File: config.mk
export PLATFORM = sky130hd
export DESIGN_NAME = segment_capture
export DESIGN_NICKNAME = d
export VERILOG_FILES = /design/src/rtl/segment_capture.sv
export SDC_FILE = /design/constraint.sdc
export NUM_CORES = 1
export LEC_CHECK = 0
export ABC_AREA = 1
export CAP_MARGIN = 20
export CORE_MARGIN = 2
export CORE_UTILIZATION = 55
export CTS_CLUSTER_DIAMETER = 120
export CTS_CLUSTER_SIZE = 40
export DETAILED_ROUTE_END_ITERATION = 8
export PLACE_DENSITY = 0.77
export SLEW_MARGIN = 20
export SYNTH_ARGS = -nofsm -noshare
export SYNTH_HDL_FRONTEND = slang
export SYNTH_SLANG_ARGS = --single-unit
export TNS_END_PERCENT = 30
File: constraint.sdc
create_clock -name clock -period 4.19 [get_ports clock]
set_input_delay 1.257 -clock clock [delete_from_list [all_inputs] [get_ports clock]]
set_output_delay 1.257 -clock clock [all_outputs]
set_load 0.02 [all_outputs]
File: src/rtl/segment_capture.sv
// segment_capture
//   Receive-side monitor for a multiplexed seven-segment display bus. The
//   segment and digit-select lines are synchronized, a pattern must hold
//   steady before it is accepted, each accepted pattern is decoded back to a
//   hex nibble and stored per digit, and once every digit has been written
//   the assembled frame is published on data_out with a one-cycle
//   frame_valid pulse.
//
// Parameters
//   DIGITS        number of multiplexed digits (2..8)
//   STABLE_CYCLES consecutive identical samples needed before a commit (1..255)
//
// Ports
//   clock        rising-edge clock
//   reset        asynchronous, active-low reset
//   segment      segment lines a..g on bits 0..6, active-high
//   digit_sel    digit enables, active-high, expected one-hot
//   err_clr      synchronous clear of err_sticky
//   data_out     last complete frame, digit i at bits [4i+3:4i]
//   frame_valid  one-cycle pulse when data_out updates
//   err_sticky   set by an illegal stable pattern
//
// Optional feature (macro SEGMENT_CAPTURE_DP_EN)
//   seg_dp       decimal-point line, synchronized and compared with the others
//   dp_out       captured decimal point per digit, loaded with data_out

module segment_capture #(
  parameter int DIGITS        = 4,
  parameter int STABLE_CYCLES = 4
) (
  input  logic                  clock,
  input  logic                  reset,
  input  logic [6:0]            segment,
  input  logic [DIGITS-1:0]     digit_sel,
`ifdef SEGMENT_CAPTURE_DP_EN
  input  logic                  seg_dp,
  output logic [DIGITS-1:0]     dp_out,
`endif
  input  logic                  err_clr,
  output logic [4*DIGITS-1:0]   data_out,
  output logic                  frame_valid,
  output logic                  err_sticky
);

`ifdef SEGMENT_CAPTURE_DP_EN
  localparam int DPW = 1;
`else
  localparam int DPW = 0;
`endif
  localparam int W  = DIGITS + 7 + DPW;
  localparam int IW = $clog2(DIGITS);
  localparam logic [7:0]        CNT_MAX    = 8'(STABLE_CYCLES);
  localparam logic [7:0]        CNT_COMMIT = 8'(STABLE_CYCLES - 1);
  localparam logic [DIGITS-1:0] SEL_ONE    = DIGITS'(1);
  localparam logic [DIGITS-1:0] MASK_FULL  = {DIGITS{1'b1}};

  logic [W-1:0]        busIn;
  logic [W-1:0]        sync1_q, sync2_q, prev_q;
  logic [7:0]          cnt_q, cnt_d;
  logic [4*DIGITS-1:0] shadow_q, shadow_d;
  logic [DIGITS-1:0]   mask_q, mask_d;
  logic [4*DIGITS-1:0] dataOut_q;
  logic                frameValid_q;
  logic                err_q, err_d;

  logic [6:0]          segS2;
  logic [DIGITS-1:0]   selS2;
  logic                same, commit;
  logic                selZero, selOneHot;
  logic                decValid;
  logic [3:0]          decNibble;
  logic [IW-1:0]       digitIdx;
  logic                writeEn, errSet, frameDone;
  logic [DIGITS-1:0]   maskSet;

`ifdef SEGMENT_CAPTURE_DP_EN
  logic [DIGITS-1:0]   shadowDp_q, shadowDp_d;
  logic [DIGITS-1:0]   dpOut_q;
  assign busIn = {seg_dp, digit_sel, segment};
`else
  assign busIn = {digit_sel, segment};
`endif

  assign segS2 = sync2_q[6:0];
  assign selS2 = sync2_q[7 +: DIGITS];

  // Inverse of the driver's encoding table; bit 4 flags a legal glyph.
  function automatic logic [4:0] decodeSeg(input logic [6:0] seg);
    case (seg)
      7'h3F: return {1'b1, 4'h0};
      7'h06: return {1'b1, 4'h1};
      7'h5B: return {1'b1, 4'h2};
      7'h4F: return {1'b1, 4'h3};
      7'h66: return {1'b1, 4'h4};
      7'h6D: return {1'b1, 4'h5};
      7'h7D: return {1'b1, 4'h6};
      7'h07: return {1'b1, 4'h7};
      7'h7F: return {1'b1, 4'h8};
      7'h6F: return {1'b1, 4'h9};
      7'h77: return {1'b1, 4'hA};
      7'h7C: return {1'b1, 4'hB};
      7'h39: return {1'b1, 4'hC};
      7'h5E: return {1'b1, 4'hD};
      7'h79: return {1'b1, 4'hE};
      7'h71: return {1'b1, 4'hF};
      default: return 5'b0_0000;
    endcase
  endfunction

  always_comb begin
    same = (sync2_q == prev_q);

    // Counter saturates so a long dwell commits exactly once, on the edge
    // where it would step from STABLE_CYCLES-1 to STABLE_CYCLES.
    if (!same)                cnt_d = 8'd0;
    else if (cnt_q == CNT_MAX) cnt_d = cnt_q;
    else                      cnt_d = cnt_q + 8'd1;
    commit = same && (cnt_q == CNT_COMMIT);

    selZero   = (selS2 == '0);
    selOneHot = !selZero && ((selS2 & (selS2 - SEL_ONE)) == '0);
    {decValid, decNibble} = decodeSeg(segS2);

    digitIdx = '0;
    for (int i = 0; i < DIGITS; i++) begin
      if (selS2[i]) digitIdx = i[IW-1:0];
    end

    // A blank glyph (7'h00) is not in the table, so it neither writes nor
    // errors; only non-zero unknown glyphs are illegal.
    writeEn = commit && selOneHot && decValid;
    errSet  = commit && !selZero &&
              (!selOneHot || ((segS2 != 7'h00) && !decValid));

    shadow_d = shadow_q;
    if (writeEn) shadow_d[4*digitIdx +: 4] = decNibble;

    maskSet   = mask_q | (SEL_ONE << digitIdx);
    frameDone = writeEn && (maskSet == MASK_FULL);
    mask_d    = mask_q;
    if (writeEn) mask_d = frameDone ? '0 : maskSet;

    // A new error on the same edge as err_clr must survive.
    if (errSet)       err_d = 1'b1;
    else if (err_clr) err_d = 1'b0;
    else              err_d = err_q;
  end

`ifdef SEGMENT_CAPTURE_DP_EN
  always_comb begin
    shadowDp_d = shadowDp_q;
    if (writeEn) shadowDp_d[digitIdx] = sync2_q[W-1];
  end
`endif

  always_ff @(posedge clock or negedge reset) begin
    if (!reset) begin
      sync1_q      <= '0;
      sync2_q      <= '0;
      prev_q       <= '0;
      cnt_q        <= '0;
      shadow_q     <= '0;
      mask_q       <= '0;
      dataOut_q    <= '0;
      frameValid_q <= 1'b0;
      err_q        <= 1'b0;
    end else begin
      sync1_q      <= busIn;
      sync2_q      <= sync1_q;
      prev_q       <= sync2_q;
      cnt_q        <= cnt_d;
      shadow_q     <= shadow_d;
      mask_q       <= mask_d;
      frameValid_q <= frameDone;
      err_q        <= err_d;
      if (frameDone) dataOut_q <= shadow_d;
    end
  end

`ifdef SEGMENT_CAPTURE_DP_EN
  always_ff @(posedge clock or negedge reset) begin
    if (!reset) begin
      shadowDp_q <= '0;
      dpOut_q    <= '0;
    end else begin
      shadowDp_q <= shadowDp_d;
      if (frameDone) dpOut_q <= shadowDp_d;
    end
  end

  assign dp_out = dpOut_q;
`endif

  assign data_out    = dataOut_q;
  assign frame_valid = frameValid_q;
  assign err_sticky  = err_q;

endmodule

==> impl_metrics.prom, run 1 <==
# TYPE chip_impl_metric gauge
chip_impl_metric{name="htree_num_levels",unit=""} 3
chip_impl_metric{name="detail_route.drc_violations",unit=""} 0
chip_impl_metric{name="timing.final.hold_violations",unit=""} 0
chip_impl_metric{name="synth.lib_cells_used.distinct",unit=""} 28
chip_impl_metric{name="grt_overflow_total",unit=""} 0
chip_impl_metric{name="antenna_violating_nets_post_route",unit=""} 0
chip_impl_metric{name="met3_length",unit="µm"} 297
chip_impl_metric{name="yosys_register_bits",unit=""} 79
chip_impl_metric{name="dp.final_hpwl",unit="µm"} 4680
chip_impl_metric{name="clock_insertion_delay_worst_skew",unit="ns"} 0.36
chip_impl_metric{name="final.setup_skew",unit="ns"} 0.0110
chip_impl_metric{name="comb_power_share",unit="%"} 5.5
chip_impl_metric{name="gp_congestion",unit=""} 0.883
chip_impl_metric{name="synthCells",unit=""} 423
chip_impl_metric{name="cts_setup_buffers",unit=""} 0
chip_impl_metric{name="critPathMaxStageDelay",unit="ns"} 0.61
chip_impl_metric{name="first_global_vias",unit=""} 2639
chip_impl_metric{name="maxSlewHeadroom",unit="%"} 37.5
chip_impl_metric{name="fp.dieArea",unit="mm²"} 0.00720
chip_impl_metric{name="post_cts_resized",unit=""} 0
chip_impl_metric{name="pin_count",unit=""} 32
chip_impl_metric{name="seq_total_area_yosys",unit="%"} 55.0
chip_impl_metric{name="global_route_wire_length_before_repair",unit="µm"} 11400
chip_impl_info{name="crit-reg2reg-capture",value="mask_q[0]"} 1
chip_impl_metric{name="final_max_slew_viol_count",unit=""} 0
chip_impl_metric{name="syn-mean-instance-area",unit="µm²"} 8.50
chip_impl_metric{name="synthArstFlopShare",unit="%"} 100
chip_impl_info{name="crit_start_category",value="flip-flop"} 1
chip_impl_metric{name="final-setup-viol-count",unit=""} 0
chip_impl_info{name="hold_path.startpoint",value="sync1_q[0]"} 1
chip_impl_metric{name="grt_antenna_before_repair",unit=""} 0
chip_impl_metric{name="worst-endpoint-arrival",unit="ns"} 1.33
chip_impl_metric{name="antenna_cells_inserted",unit=""} 0
chip_impl_metric{name="final_design_area_no_fill",unit="mm²"} 0.00421
chip_impl_info{name="top_layer_used",value="met4"} 1
chip_impl_info{name="min_to",value="sync2_q[0]"} 1
chip_impl_metric{name="flip_flop_and_latch_area",unit="mm²"} 0.00198
chip_impl_metric{name="avgViaCountPerCell",unit=""} 4.96
chip_impl_metric{name="postSynthNetCount",unit=""} 447
chip_impl_metric{name="coreArea",unit="mm²"} 0.00635
chip_impl_metric{name="buffers_and_inverters_on_the_worst_path",unit=""} 1
chip_impl_metric{name="cts_buffer_depth",unit=""} 2
chip_impl_metric{name="routed_wire_length",unit="µm"} 6520
chip_impl_info{name="setup_crit_path_kind",value="reg2out"} 1
chip_impl_metric{name="power.switching",unit="µW"} 352
chip_impl_metric{name="multi_input_comb_area",unit="mm²"} 0.00143
chip_impl_metric{name="vdd_ir_drop_max",unit="V"} 0.000250
chip_impl_metric{name="wl_per_cell",unit="µm"} 12.0
chip_impl_info{name="rr_startpoint",value="sync2_q[9]"} 1
chip_impl_metric{name="synth_warnings",unit=""} 0
chip_impl_metric{name="dpl_cell_area",unit="mm²"} 0.00397
chip_impl_metric{name="drt-pass1-iter-count",unit=""} 4
chip_impl_metric{name="start_util",unit="%"} 56.7
chip_impl_info{name="clk_root_buffer_cell",value="clkbuf_8"} 1
chip_impl_metric{name="met1Wirelength",unit="µm"} 3080
chip_impl_metric{name="wl_met2",unit="µm"} 3040
chip_impl_metric{name="die_h",unit="µm"} 84.9
chip_impl_metric{name="syn-cell-area",unit="mm²"} 0.00360
chip_impl_metric{name="clock_sinks",unit=""} 79
chip_impl_metric{name="row_count",unit=""} 29
chip_impl_metric{name="cts_hold_repair.buffers",unit=""} 0
chip_impl_metric{name="timing.critical_path.required",unit="ns"} 2.93
chip_impl_metric{name="largest_net_degree_at_the_start_of_global_routing",unit=""} 80
chip_impl_metric{name="postLayoutSetupSlackWorst",unit="ns"} 1.60
chip_impl_metric{name="clkSlewWorstSetupHoldPaths",unit="ns"} 0.08
chip_impl_metric{name="final.min_clock_period",unit="ns"} 2.59
chip_impl_metric{name="design.final.nets",unit=""} 486
chip_impl_metric{name="worst_hold_path.num_cells",unit=""} 0
chip_impl_metric{name="io_buffer_count",unit=""} 31
chip_impl_metric{name="ff2ff_setup_slack",unit="ns"} 1.76
chip_impl_info{name="cp_slowest_cell",value="clkdlybuf4s50_1"} 1
chip_impl_metric{name="p_per_area",unit="mW/mm²"} 369
chip_impl_info{name="synth_top_flop_cell",value="dfrtp_1"} 1
chip_impl_metric{name="fmax",unit="MHz"} 386
chip_impl_metric{name="gr-usage-all-layers",unit="%"} 20.3
chip_impl_metric{name="fin_tns_setup",unit="ns"} 0
chip_impl_metric{name="count_of_routing_violations_after_the_opening_detailed_route_iteration",unit=""} 143
chip_impl_info{name="critical_path.top_delay_family",value="buffers and inverters"} 1
chip_impl_info{name="cp_cell_sequence",value="clkdlybuf4s50_1"} 1
chip_impl_metric{name="edff_count_synth",unit=""} 0
chip_impl_metric{name="power_switching_share",unit="%"} 22.6
chip_impl_info{name="critical_path.endpoint_type",value="output port"} 1
chip_impl_metric{name="internal_power_contribution",unit="mW"} 1.20
chip_impl_metric{name="worstPathMaxFanout",unit=""} 2
chip_impl_metric{name="maxCapViolations",unit=""} 0
chip_impl_metric{name="cts_made_buffers",unit=""} 9
chip_impl_info{name="tritoncts",value="yes"} 1
chip_impl_metric{name="max_slew.worst_pin.slew",unit="ns"} 0.938
chip_impl_metric{name="power.clock.fraction",unit="%"} 43.7
chip_impl_metric{name="sequential_fraction_of_design_power",unit="%"} 50.8
chip_impl_info{name="rsz0062_at_grt",value="no"} 1
chip_impl_metric{name="area_delta_synth_final",unit="%"} 17.0
chip_impl_metric{name="fillers",unit=""} 505
chip_impl_metric{name="worst_hold_slack_after_final_layout",unit="ns"} 0.353
chip_impl_metric{name="p_leak",unit="nW"} 2.21
chip_impl_metric{name="dp_slack",unit="ns"} 1.80
chip_impl_metric{name="reg2reg_depth",unit=""} 8
chip_impl_info{name="run_status",value="complete, no violations"} 1
chip_impl_metric{name="drive_gt1_share",unit="%"} 7.07
chip_impl_info{name="min-delay-path-class",value="reg2reg"} 1
chip_impl_metric{name="die-width",unit="µm"} 84.9
chip_impl_metric{name="detailroute.via_count",unit=""} 2699
chip_impl_metric{name="period_utilization_post_route",unit="%"} 61.8
[layout make-up]
cell class	instances	share of cell area (%)
multi-input combinational	301	34.1
clock buffer	9	2.94
sequential	79	47.0
tap	77	2.29
inverter	40	3.63
timing repair buffer	31	7.31
clock inverter	7	2.82
[worst max path at each step]
stage / startpoint / to / slack [ns] / cells after the start
floorplan: sync2_q[8] / mask_q[0] / 2.16 / 7
global placement: sync2_q[9] / mask_q[1] / 1.91 / 8
detailed placement: sync2_q[9] / mask_q[0] / 1.80 / 8
CTS: data_out[15] / data_out[15] / 1.59 / 1
global route: sync2_q[9] / mask_q[0] / 1.47 / 8
finish: data_out[15] / data_out[15] / 1.60 / 1
[kinds of logic after synthesis]
| logic type | after synthesis | synth area share, % |
|---|---|---|
| compound gates | 16 | 2.75 |
| xor+xnor | 5 | 1.22 |
| fa+ha+maj | 10 | 3.48 |
| buf+inv | 43 | 5.18 |
| flops | 79 | 55.0 |
| simple gates | 270 | 32.4 |
[state kept, by name, summed over array words and instances, names as in the netlist]
register,flops
data_out,16
shadow_q,16
prev_q,11
sync1_q,11
sync2_q,11
cnt_q,8
mask_q,4
err_sticky,1
frame_valid,1
[metrics by stage]
| step | instances | util (%) | power, mW |
|---|---|---|---|
| 6_report | 544 | 66.3 | 1.55 |
| 3_3_place_gp | 528 | 62.5 | 0.887 |
| 3_5_place_dp | 528 | 62.5 | 0.891 |
| 5_1_grt | 544 | 66.3 | 1.62 |
| 4_1_cts | 544 | 66.3 | 1.57 |
| 2_1_floorplan | 423 | - | 0.851 |
[cells in the mapped netlist, types with 2 or more instances]
cell type | n | area (µm²)
nor2_1 | 46 | 173
nand4_1 | 11 | 68.8
nor2_8 | 2 | 40.0
nor2_4 | 2 | 22.5
dfrtp_1 | 79 | 1980
o21ai_0 | 4 | 20.0
ha_1 | 10 | 125
nand2_1 | 167 | 627
xnor2_1 | 5 | 43.8
nor2_2 | 2 | 12.5
nand2_2 | 6 | 37.5
nor3_1 | 14 | 70.1
inv_1 | 38 | 143
a21oi_1 | 7 | 35.0
nand3_1 | 17 | 85.1
[power groups by stage]
stage	clock [mW]	sequential (mW)	combinational, mW
final	0.679	0.790	0.0849
after global routing	0.730	0.793	0.0979
after CTS	0.693	0.790	0.0861
after global placement	0	0.804	0.0831
after floorplan	0	0.802	0.0486
after detailed placement	0	0.805	0.0852
[cell usage in the layout (no fill, tap or decap)]
cell	n
nand2_1	167
dfrtp_1	79
nor2_1	46
inv_1	38
clkdlybuf4s50_1	30
nand3_1	17
nor3_1	14
nand4_1	11
ha_1	10
clkbuf_8	9
a21oi_1	7
nand2_2	6
xnor2_1	5
o21ai_0	4
bufinv_16	3
nor2_2	2
nor2_4	2
nor2_8	2
clkinvlp_4	2
a31oi_1	1
a211oi_1	1
inv_2	1
o21bai_1	1
nor3_4	1
o21ai_4	1
nand3b_1	1
nor4_1	1
inv_4	1
o22ai_1	1
inv_6	1
clkinv_2	1
buf_4	1
[layer usage]
metal | vias to the layer above | global-route usage (%)
met5 | - | 0
met4 | 0 | 8.23
met3 | 8 | 6.52
met2 | 53 | 32.0
met1 | 1244 | 26.4
li1 | 1394 | -
Power figures use the tool's default switching activity.
==> inputs of run 2 (changes only) <==
- clock period: 4.19 -> 2.5 ns (I/O delays scaled with it)
==> impl_metrics.prom, run 2 (same netlist as run 1, synthesis figures left out) <==
# TYPE chip_impl_metric gauge
chip_impl_metric{name="clock_insertion_delay_worst_skew",unit="ns"} 0.35
chip_impl_metric{name="wl_per_cell",unit="µm"} 11.6
chip_impl_metric{name="gp_congestion",unit=""} 0.935
chip_impl_metric{name="die-width",unit="µm"} 84.9
chip_impl_metric{name="pin_count",unit=""} 32
chip_impl_metric{name="row_count",unit=""} 29
chip_impl_metric{name="global_route_wire_length_before_repair",unit="µm"} 11700
chip_impl_info{name="cp_slowest_cell",value="nor3_1"} 1
chip_impl_metric{name="io_buffer_count",unit=""} 31
chip_impl_metric{name="final_max_slew_viol_count",unit=""} 0
chip_impl_info{name="worst_path_most_repeated_cell",value="inv_1"} 1
chip_impl_metric{name="fin_tns_setup",unit="ns"} 0
chip_impl_metric{name="fillers",unit=""} 493
chip_impl_info{name="rsz0062_at_grt",value="no"} 1
chip_impl_metric{name="clock_sinks",unit=""} 79
chip_impl_metric{name="timing.critical_path.required",unit="ns"} 2.71
chip_impl_info{name="rr_startpoint",value="sync2_q[9]"} 1
chip_impl_metric{name="routed_wire_length",unit="µm"} 6340
chip_impl_metric{name="reg2reg_depth",unit=""} 10
chip_impl_metric{name="post-route-util",unit="%"} 66.2
chip_impl_metric{name="worstPathMaxFanout",unit=""} 9
chip_impl_metric{name="detail_route.drc_violations",unit=""} 0
chip_impl_metric{name="detailroute.via_count",unit=""} 2754
chip_impl_info{name="min-delay-path-class",value="in2async"} 1
chip_impl_metric{name="start_util",unit="%"} 56.7
chip_impl_info{name="setup_crit_path_kind",value="reg2reg"} 1
chip_impl_metric{name="fmax",unit="MHz"} 436
chip_impl_metric{name="fin_cells",unit=""} 547
chip_impl_info{name="cp_cell_sequence",value="inv_1, a21oi_1, buf_4, inv_1, ha_1, nor2_1, nor4_1, inv_1, nor3_1, nor3_1"} 1
chip_impl_metric{name="cts_hold_repair.buffers",unit=""} 0
chip_impl_metric{name="gr-usage-all-layers",unit="%"} 20.4
chip_impl_metric{name="period_utilization_post_route",unit="%"} 91.8
chip_impl_metric{name="cts_setup_buffers",unit=""} 0
chip_impl_metric{name="antenna_violating_nets_post_route",unit=""} 0
chip_impl_metric{name="use_met1",unit="%"} 27.4
chip_impl_metric{name="area_delta_synth_final",unit="%"} 16.8
chip_impl_metric{name="count_of_routing_violations_after_the_opening_detailed_route_iteration",unit=""} 109
chip_impl_metric{name="maxSlewHeadroom",unit="%"} 64.6
chip_impl_metric{name="p_leak",unit="nW"} 2.21
chip_impl_metric{name="coreArea",unit="mm²"} 0.00635
chip_impl_metric{name="cts_buffer_depth",unit=""} 2
chip_impl_metric{name="htree_num_levels",unit=""} 3
chip_impl_metric{name="grt_antenna_before_repair",unit=""} 0
chip_impl_metric{name="dp.final_hpwl",unit="µm"} 4740
chip_impl_metric{name="ff2ff_setup_slack",unit="ns"} 0.21
chip_impl_metric{name="worst-endpoint-arrival",unit="ns"} 2.51
chip_impl_info{name="final_common_cell",value="nand2_1"} 1
chip_impl_metric{name="maxCapViolations",unit=""} 0
chip_impl_metric{name="first_global_vias",unit=""} 2712
chip_impl_metric{name="grt_util_met3",unit="%"} 4.38
chip_impl_metric{name="buffers_and_inverters_on_the_worst_path",unit=""} 4
chip_impl_metric{name="use_met2",unit="%"} 31.6
chip_impl_info{name="tritoncts",value="yes"} 1
chip_impl_metric{name="p_per_area",unit="mW/mm²"} 572
chip_impl_metric{name="max_slew.worst_pin.slew",unit="ns"} 0.527
chip_impl_metric{name="post_cts_resized",unit=""} 0
chip_impl_info{name="critical_path.endpoint_type",value="flip-flop"} 1
chip_impl_metric{name="final-setup-viol-count",unit=""} 0
chip_impl_info{name="critical_path.top_delay_family",value="simple AND/OR/NAND/NOR gates"} 1
chip_impl_info{name="crit_start_category",value="flip-flop"} 1
chip_impl_metric{name="drt-pass1-iter-count",unit=""} 4
chip_impl_metric{name="largest_net_degree_at_the_start_of_global_routing",unit=""} 40
chip_impl_metric{name="die_h",unit="µm"} 84.9
chip_impl_info{name="layout.cells.most_common_list",value="nand2_1, dfrtp_1, nor2_1"} 1
chip_impl_info{name="run_status",value="complete, no violations"} 1
chip_impl_metric{name="placedCellCount",unit=""} 531
chip_impl_metric{name="design.final.nets",unit=""} 489
chip_impl_metric{name="timing.final.hold_violations",unit=""} 0
chip_impl_info{name="global_route.peak_usage_layer",value="met2"} 1
chip_impl_metric{name="cts_made_buffers",unit=""} 9
chip_impl_metric{name="critPathMaxStageDelay",unit="ns"} 0.49
chip_impl_metric{name="fp.dieArea",unit="mm²"} 0.00720
chip_impl_metric{name="grt_overflow_total",unit=""} 0
chip_impl_metric{name="drive_gt1_share",unit="%"} 7.45
chip_impl_metric{name="clkSlewWorstSetupHoldPaths",unit="ns"} 0.08
chip_impl_metric{name="antenna_cells_inserted",unit=""} 0
chip_impl_info{name="clk_root_buffer_cell",value="clkbuf_8"} 1
chip_impl_metric{name="vdd_ir_drop_max",unit="V"} 0.000503
chip_impl_info{name="crit-reg2reg-capture",value="mask_q[3]"} 1
chip_impl_metric{name="avgViaCountPerCell",unit=""} 5.03
chip_impl_metric{name="final.setup_skew",unit="ns"} 0.00833
chip_impl_metric{name="final.min_clock_period",unit="ns"} 2.29
==> run 2: cell count changes in the layout (fill, tap and decap cells not counted), sizes merged <==
cell	delta
clkinv	+2
buf	+3
clkbuf	+1
inv	-1
bufinv	-2
==> run 2: through the flow <==
step | hold WS [ns] | total power, mW | worst slack (ns) | cell area (µm²)
floorplan | 0.331 | 1.43 | 0.474 | 3600
global placement | 0.332 | 1.49 | 0.326 | 4000
detailed placement | 0.335 | 1.50 | 0.229 | 4000
CTS | 0.354 | 2.43 | 0.218 | 4200
global route | 0.363 | 2.51 | 0.00685 | 4200
finish | 0.351 | 2.40 | 0.205 | 4200
==> run 2: power by group <==
group	total [mW]	switching (mW)	internal, mW
clock network	0.930	0.464	0.466
logic	0.148	0.0942	0.0540
registers	1.32	0.0203	1.30
==> run 2: how the worst max path moves through the flow <==
| stage | from | end | slack [ns] | depth (start not counted) |
|---|---|---|---|---|
| after floorplan | sync2_q[8] | mask_q[0] | 0.47 | 7 |
| after CTS | sync2_q[9] | mask_q[3] | 0.22 | 10 |
| after detailed placement | sync2_q[10] | mask_q[2] | 0.23 | 9 |
| after global placement | sync2_q[9] | mask_q[1] | 0.33 | 10 |
| after global routing | sync2_q[9] | mask_q[0] | 0.007 | 10 |
| final | sync2_q[9] | mask_q[3] | 0.21 | 10 |
==> run 2: metal layers <==
layer  routed length (µm)  part of all wire [%]
met4                  161                   2.5
met1                 3030                    48
met5                    0                     0
met3                  271                   4.3
met2                 2880                    45
==> run 2: layout make-up <==
type,count,area [µm²],area share [%]
clock buffer,10,128,3.04
clock inverter,6,71.3,1.70
inverter,40,153,3.63
multi-input combinational,301,1430,34.1
sequential,79,1980,47.1
tap,77,96.3,2.29
timing repair buffer,34,343,8.16
